$ cat config.mk
export PLATFORM = sky130hd
export DESIGN_NAME = seg_scan_capture
export DESIGN_NICKNAME = d
export VERILOG_FILES = /design/src/rtl/seg_scan_capture.sv
export SDC_FILE = /design/constraint.sdc
export NUM_CORES = 1
export LEC_CHECK = 0
export ABC_CLOCK_PERIOD_IN_PS = 3500
export CAP_MARGIN = 25
export CORE_MARGIN = 2
export CORE_UTILIZATION = 30
export DETAILED_ROUTE_END_ITERATION = 12
export RECOVER_POWER = 50
export SETUP_SLACK_MARGIN = 0.1
export SLEW_MARGIN = 30
export SYNTH_ARGS = -nofsm -noshare
export SYNTH_HDL_FRONTEND = slang
export SYNTH_SLANG_ARGS = --single-unit
$ cat constraint.sdc
create_clock -name clock -period 3.5 [get_ports clock]
set_input_delay 0.875 -clock clock [delete_from_list [all_inputs] [get_ports clock]]
set_output_delay 0.875 -clock clock [all_outputs]
set_load 0.1 [all_outputs]
$ cat src/rtl/seg_scan_capture.sv
// Captures the digits of a 4-digit multiplexed 7-segment display by watching its
// anode and segment lines, decoding each stable digit to a hex value.
module seg_scan_capture #(
    parameter int SETTLE         = 4,
    parameter bit SEG_ACTIVE_LOW = 1'b1
) (
    input  logic       clock,
    input  logic       reset,
    input  logic       A,
    input  logic       B,
    input  logic       C,
    input  logic       D,
    input  logic       E,
    input  logic       F,
    input  logic       G,
    input  logic       An0,
    input  logic       An1,
    input  logic       An2,
    input  logic       An3,
    input  logic       err_clr,
    output logic [6:0] seg0,
    output logic [6:0] seg1,
    output logic [6:0] seg2,
    output logic [6:0] seg3,
    output logic [3:0] hex0,
    output logic [3:0] hex1,
    output logic [3:0] hex2,
    output logic [3:0] hex3,
    output logic       valid0,
    output logic       valid1,
    output logic       valid2,
    output logic       valid3,
    output logic       frame_done,
    output logic       anode_err
);

    localparam logic [1:0] ST_WAIT   = 2'd0;
    localparam logic [1:0] ST_SETTLE = 2'd1;
    localparam logic [1:0] ST_HOLD   = 2'd2;

    localparam logic [3:0] SETTLE_C = SETTLE[3:0];

    // Returns {valid, hex} for a logical ABCDEFG pattern (bit6 = A).
    function automatic logic [4:0] decode7(input logic [6:0] p);
        logic [4:0] r;
        case (p)
            7'h7E:   r = {1'b1, 4'h0};
            7'h30:   r = {1'b1, 4'h1};
            7'h6D:   r = {1'b1, 4'h2};
            7'h79:   r = {1'b1, 4'h3};
            7'h33:   r = {1'b1, 4'h4};
            7'h5B:   r = {1'b1, 4'h5};
            7'h5F:   r = {1'b1, 4'h6};
            7'h70:   r = {1'b1, 4'h7};
            7'h7F:   r = {1'b1, 4'h8};
            7'h7B:   r = {1'b1, 4'h9};
            7'h77:   r = {1'b1, 4'hA};
            7'h1F:   r = {1'b1, 4'hB};
            7'h4E:   r = {1'b1, 4'hC};
            7'h3D:   r = {1'b1, 4'hD};
            7'h4F:   r = {1'b1, 4'hE};
            7'h47:   r = {1'b1, 4'hF};
            default: r = 5'b0_0000;
        endcase
        return r;
    endfunction

    logic [6:0] raw_seg;
    logic [6:0] norm_seg;
    logic [6:0] r_seg;
    logic [6:0] prev_seg;
    logic [3:0] r_an;
    logic [3:0] prev_an;

    logic [1:0] state;
    logic [1:0] state_nxt;
    logic [3:0] cnt;
    logic [3:0] cnt_nxt;
    logic [1:0] cur;
    logic [1:0] cur_nxt;
    logic [3:0] mask;
    logic [3:0] mask_set;
    logic       capture;
    logic       do_scan;

    logic       an_one;
    logic       an_multi;
    logic [1:0] an_idx;

    logic [6:0] seg_q   [4];
    logic [3:0] hex_q   [4];
    logic       valid_q [4];
    logic [4:0] dec;

    assign raw_seg  = {A, B, C, D, E, F, G};
    assign norm_seg = SEG_ACTIVE_LOW ? ~raw_seg : raw_seg;
    assign dec      = decode7(r_seg);
    assign mask_set = mask | (4'b0001 << cur_nxt);

    // Stage boundary: input registers plus a one-cycle history for change detection
    always_ff @(posedge clock or negedge reset) begin
        if (!reset) begin
            r_seg    <= 7'h00;
            r_an     <= 4'b1111;
            prev_seg <= 7'h00;
            prev_an  <= 4'b1111;
        end else begin
            r_seg    <= norm_seg;
            r_an     <= {An3, An2, An1, An0};
            prev_seg <= r_seg;
            prev_an  <= r_an;
        end
    end

    always_comb begin
        an_one   = 1'b0;
        an_multi = 1'b0;
        an_idx   = 2'd0;
        case (r_an)
            4'b1110: begin an_one = 1'b1; an_idx = 2'd0; end
            4'b1101: begin an_one = 1'b1; an_idx = 2'd1; end
            4'b1011: begin an_one = 1'b1; an_idx = 2'd2; end
            4'b0111: begin an_one = 1'b1; an_idx = 2'd3; end
            4'b1111: ;
            default: an_multi = 1'b1;
        endcase
    end

    always_comb begin
        state_nxt = state;
        cnt_nxt   = cnt;
        cur_nxt   = cur;
        capture   = 1'b0;
        do_scan   = 1'b0;
        case (state)
            ST_SETTLE: begin
                if (!an_one) begin
                    state_nxt = ST_WAIT;
                    cnt_nxt   = 4'd0;
                end else if (an_idx != cur) begin
                    cur_nxt = an_idx;
                    cnt_nxt = 4'd1;
                end else if (r_seg != prev_seg) begin
                    cnt_nxt = 4'd1;
                end else if (cnt < SETTLE_C) begin
                    cnt_nxt = cnt + 4'd1;
                end
            end
            ST_HOLD: do_scan = (r_an != prev_an);
            default: do_scan = 1'b1;
        endcase
        if (do_scan) begin
            if (an_one) begin
                state_nxt = ST_SETTLE;
                cur_nxt   = an_idx;
                cnt_nxt   = 4'd1;
            end else begin
                state_nxt = ST_WAIT;
                cnt_nxt   = 4'd0;
            end
        end
        // The capture fires on the edge the count reaches SETTLE, so SETTLE=1 captures on entry.
        if (state_nxt == ST_SETTLE && cnt_nxt == SETTLE_C) begin
            capture   = 1'b1;
            state_nxt = ST_HOLD;
        end
    end

    // Stage boundary: FSM, per-digit capture registers, frame mask and error flag
    always_ff @(posedge clock or negedge reset) begin
        if (!reset) begin
            state      <= ST_WAIT;
            cnt        <= 4'd0;
            cur        <= 2'd0;
            mask       <= 4'b0000;
            frame_done <= 1'b0;
            anode_err  <= 1'b0;
            for (int i = 0; i < 4; i++) begin
                seg_q[i]   <= 7'h00;
                hex_q[i]   <= 4'h0;
                valid_q[i] <= 1'b0;
            end
        end else begin
            state      <= state_nxt;
            cnt        <= cnt_nxt;
            cur        <= cur_nxt;
            frame_done <= 1'b0;
            if (capture) begin
                seg_q[cur_nxt]   <= r_seg;
                hex_q[cur_nxt]   <= dec[3:0];
                valid_q[cur_nxt] <= dec[4];
                if (mask_set == 4'b1111) begin
                    mask       <= 4'b0000;
                    frame_done <= 1'b1;
                end else begin
                    mask <= mask_set;
                end
            end
            // A fresh multi-anode condition wins over a simultaneous clear.
            if (an_multi) begin
                anode_err <= 1'b1;
            end else if (err_clr) begin
                anode_err <= 1'b0;
            end
        end
    end

    assign seg0   = seg_q[0];
    assign seg1   = seg_q[1];
    assign seg2   = seg_q[2];
    assign seg3   = seg_q[3];
    assign hex0   = hex_q[0];
    assign hex1   = hex_q[1];
    assign hex2   = hex_q[2];
    assign hex3   = hex_q[3];
    assign valid0 = valid_q[0];
    assign valid1 = valid_q[1];
    assign valid2 = valid_q[2];
    assign valid3 = valid_q[3];

endmodule

==> key figures, run 1 <==
STA
  – Layout Skew: 8.159 ps
  – Min Tclk post-route: 3057 ps
  – RSZ-0062 raised after global routing: false
  – # setup viols final: 0
  – Sum of negative setup slack: 0 ps
  – Slew @ Worst Pin: 2043 ps
  – Number of hold violations in the final report: 0
  – Fin Hold WS: 457.4 ps
  – Highest Clock Rate: 0.3272 GHz
  – Slew HR: -36.18%
  – Final period util: 87.33%
  – Max-slew violations: 85

Pwr
  – P per Cell Area: 418.8 nW/µm²
  – Maximum vdd drop: 239.8 µV
  – Switching share of power: 25.75%
  – Sequential share of power: 50.0%
  – P_int: 1.551 mW
  – Leakage Power: 2.445 nW
  – NetSw: 0.5378 mW
  – Combinational power share: 7.4%
  – Clock Power Share: 42.7%

Clocking
  – H-tree depth: 3
  – Clk Latency, worst-skew pair: 330 ps
  – CTS root buf: clkbuf_16
  – Postcts setup bufs: 0
  – Clock sinks: 84
  – CTS Buf Count: 9
  – Cts hold-fix bufs: 0
  – Post-CTS sizing: 0
  – CTS tree: done
  – Clock transition at path regs: 60 ps
  – Longest Clk Path Bufs: 2

Finish
  – Fill count: 1320
  – Multi-input gate area: 1815 µm²
  – Area growth syn-to-layout: 21.12%
  – Layout Nets: 414
  – Share of cells above drive strength 1: 29.95%
  – Antenna diodes: 0
  – Final core occ: 37.36%
  – Sequential cell area: 2112 µm²

Die
  – Core ar.: 13350 µm²
  – Width of the die: 121.2 µm
  – I/O pin count: 64
  – # rows: 42
  – Initial Utilization: 30.85%
  – Die height: 121.2 µm
  – Die Area: 14680 µm²

Route
  – Wirelength per Cell: 15.00 µm
  – Total Wirelength: 8702 µm
  – DR vias: 2772
  – Residual DRC: 0
  – First-pass iteration count of the detailed router: 4
  – Antenna Nets Post-Route: 0
  – Iter 0 DRT Violations: 148
  – Vias/cell: 4.779

Yosys
  – Avg Cell Area, Syn: 11.90 µm²
  – Synth Register Bits: 84
  – Synthesized Nets: 361
  – Post-synth top area share: 46.19%
  – Netlist Area Pre-Place: 4118 µm²
  – Largest area contributor in the netlist: dfrtp_1
  – Top FF cell, synth: dfrtp_1
  – EDFF count, synth: 0
  – Most common cell in the synthesized netlist: dfrtp_1
  – Leading cell types by count after synthesis: 76 x dfrtp_1, 30 x mux2_4, 25 x nand2_1
  – Number of library cell types mapped by synthesis: 60
  – Cells after Synth: 346
  – Register area share after synthesis: 51.29%
  – Yosys warns: 0
  – Async SR Flop Fraction: 100.0%
  – Synth area leaders: dfrtp_1 46%, mux2_4 11%, dfstp_2 5.1%, mux2_1 2.7%, mux2_2 2.5%

Place
  – Post-DP HPWL: 6013 µm
  – # port buffers: 63
  – Final GP Congestion: 0.8828

Critical path
  – Max stage delay on crit path: 660 ps
  – Req. time, crit path: 3710 ps
  – Setup crit start kind: flop
  – Largest fanout on the critical path: 14
  – Crit path DAT: 3270 ps
  – Slowest cell on the critical path: dfstp_2
  – Critical path class: reg2reg
  – CP Cell Sequence: xor2_1, or4b_4, a211o_1, o221ai_2, and2_1, nand2b_4, mux2_2
  – Crit. End Element: flop

Global route
  – Number of global-route vias before repair: 2782
  – GRT overflow: 0
  – Initial antenna violation count: 0
  – Tot GR Track Use: 12.35%
  – First-pass GRT wire length: 14060 µm
  – Largest net degree at the start of global routing: 85

Run status
  – Status: complete, but fails checks
  – Failing checks: max-capacitance violations, max-slew violations

Min path
  – Worst hold path type: reg2reg

Run
  – Max_cap viols: 1
==> layout by cell type, fill, tap and decap left out, types with 6 or more instances in the layout <==
master,netlist,layout
dfrtp_1,76,76
buf_4,0,48
mux2_4,30,30
nand2_1,25,25
nor2_1,18,18
inv_1,16,16
dlygate4sd3_1,0,11
xnor2_1,10,10
o21ai_0,10,10
a21oi_1,10,10
mux2_1,10,10
mux2_2,9,9
clkbuf_16,0,9
nand2b_1,8,8
nand3_1,8,8
nor3_1,6,6
a31oi_1,6,6
==> registers in the layout, indices dropped and copies added, names as in the netlist, 2 cells and up <==
register  count
prev_an       4
prev_seg      7
cnt           4
seg3          7
hex1          4
state         2
mask          4
seg2          7
r_seg         7
seg0          7
r_an          4
cur           2
hex0          4
hex2          4
hex3          4
seg1          7
==> routing by layer <==
metal	GRT usage [%]	vias up	wire length (µm)
met5	0	-	0
met1	16.54	1368	4073
met3	3.148	4	368
met2	18.89	64	4170
li1	-	1336	-
met4	5.388	0	89
==> cell families (layout without fill, tap and decap cells) <==
| family | Yosys count | after routing | synth area share, % |
|---|---|---|---|
| flip-flops | 84 | 84 | 51.29 |
| XOR/XNOR | 15 | 15 | 3.190 |
| AND/OR/NAND/NOR | 100 | 100 | 13.70 |
| adder cells (fa/ha/maj) | 2 | 2 | 0.5469 |
| multiplexers | 52 | 52 | 16.86 |
| buffers and inverters | 37 | 95 | 4.619 |
| AO/OA/AOI/OAI | 56 | 56 | 9.785 |
==> stage by stage <==
step,cell area (µm²),instances,power (mW),setup slack (ps)
4_1_cts,5001,580,2.125,446.4
6_report,4987,580,2.089,443.4
5_1_grt,4987,580,2.187,303.6
3_5_place_dp,4715,564,1.220,454.0
3_3_place_gp,4711,564,1.217,556.9
2_1_floorplan,4118,346,1.163,920.6
==> final timing paths <==
kind / slack (ps) / endpoint / startpoint / depth (start not counted)
worst max-delay path: 440 / hex1[0] / r_an[0] / 7
worst max register to register: 440 / hex1[0] / r_an[0] / 7
worst min-delay path: 460 / prev_an[0] / r_an[0] / 0
max in group asynchronous: 1170 / hex0[0] / reset / 1
min in group asynchronous: 1100 / anode_err / reset / 1
worst min register to register: 460 / prev_an[0] / r_an[0] / 0
==> power by group through the flow <==
stage          clock network, mW  logic [mW]  registers [mW]
2_1_floorplan                  0       0.130            1.03
3_3_place_gp                   0       0.156            1.06
3_5_place_dp                   0       0.159            1.06
4_1_cts                    0.922       0.160            1.04
5_1_grt                    0.965       0.173            1.05
6_report                   0.891       0.154            1.04
==> final cells by class <==
| type | instances | area share [%] |
|---|---|---|
| flip-flops and latches | 84 | 42.35 |
| multi-input cells | 225 | 36.40 |
| repair buffers | 63 | 9.885 |
| clock buffers | 9 | 4.516 |
| well taps | 176 | 4.415 |
| clock inverters | 7 | 1.229 |
| inverters | 16 | 1.204 |
==> worst max-delay path: cells and delay by family, from the launching register on <==
kind | cells | cell delay [ps]
multiplexers | 1 | 360
AO/OA/AOI/OAI | 2 | 510
flip-flops | 1 | 660
XOR/XNOR | 1 | 120
AND/OR/NAND/NOR | 3 | 1280
(Power assumes the default switching activity.)
==> run 2, diff against run 1 <==
Settings changed: ABC_CLOCK_PERIOD_IN_PS 3500 to not set.
==> results of run 2 <==
No change in the layout: final DEF, timing and power equal those of run 1.
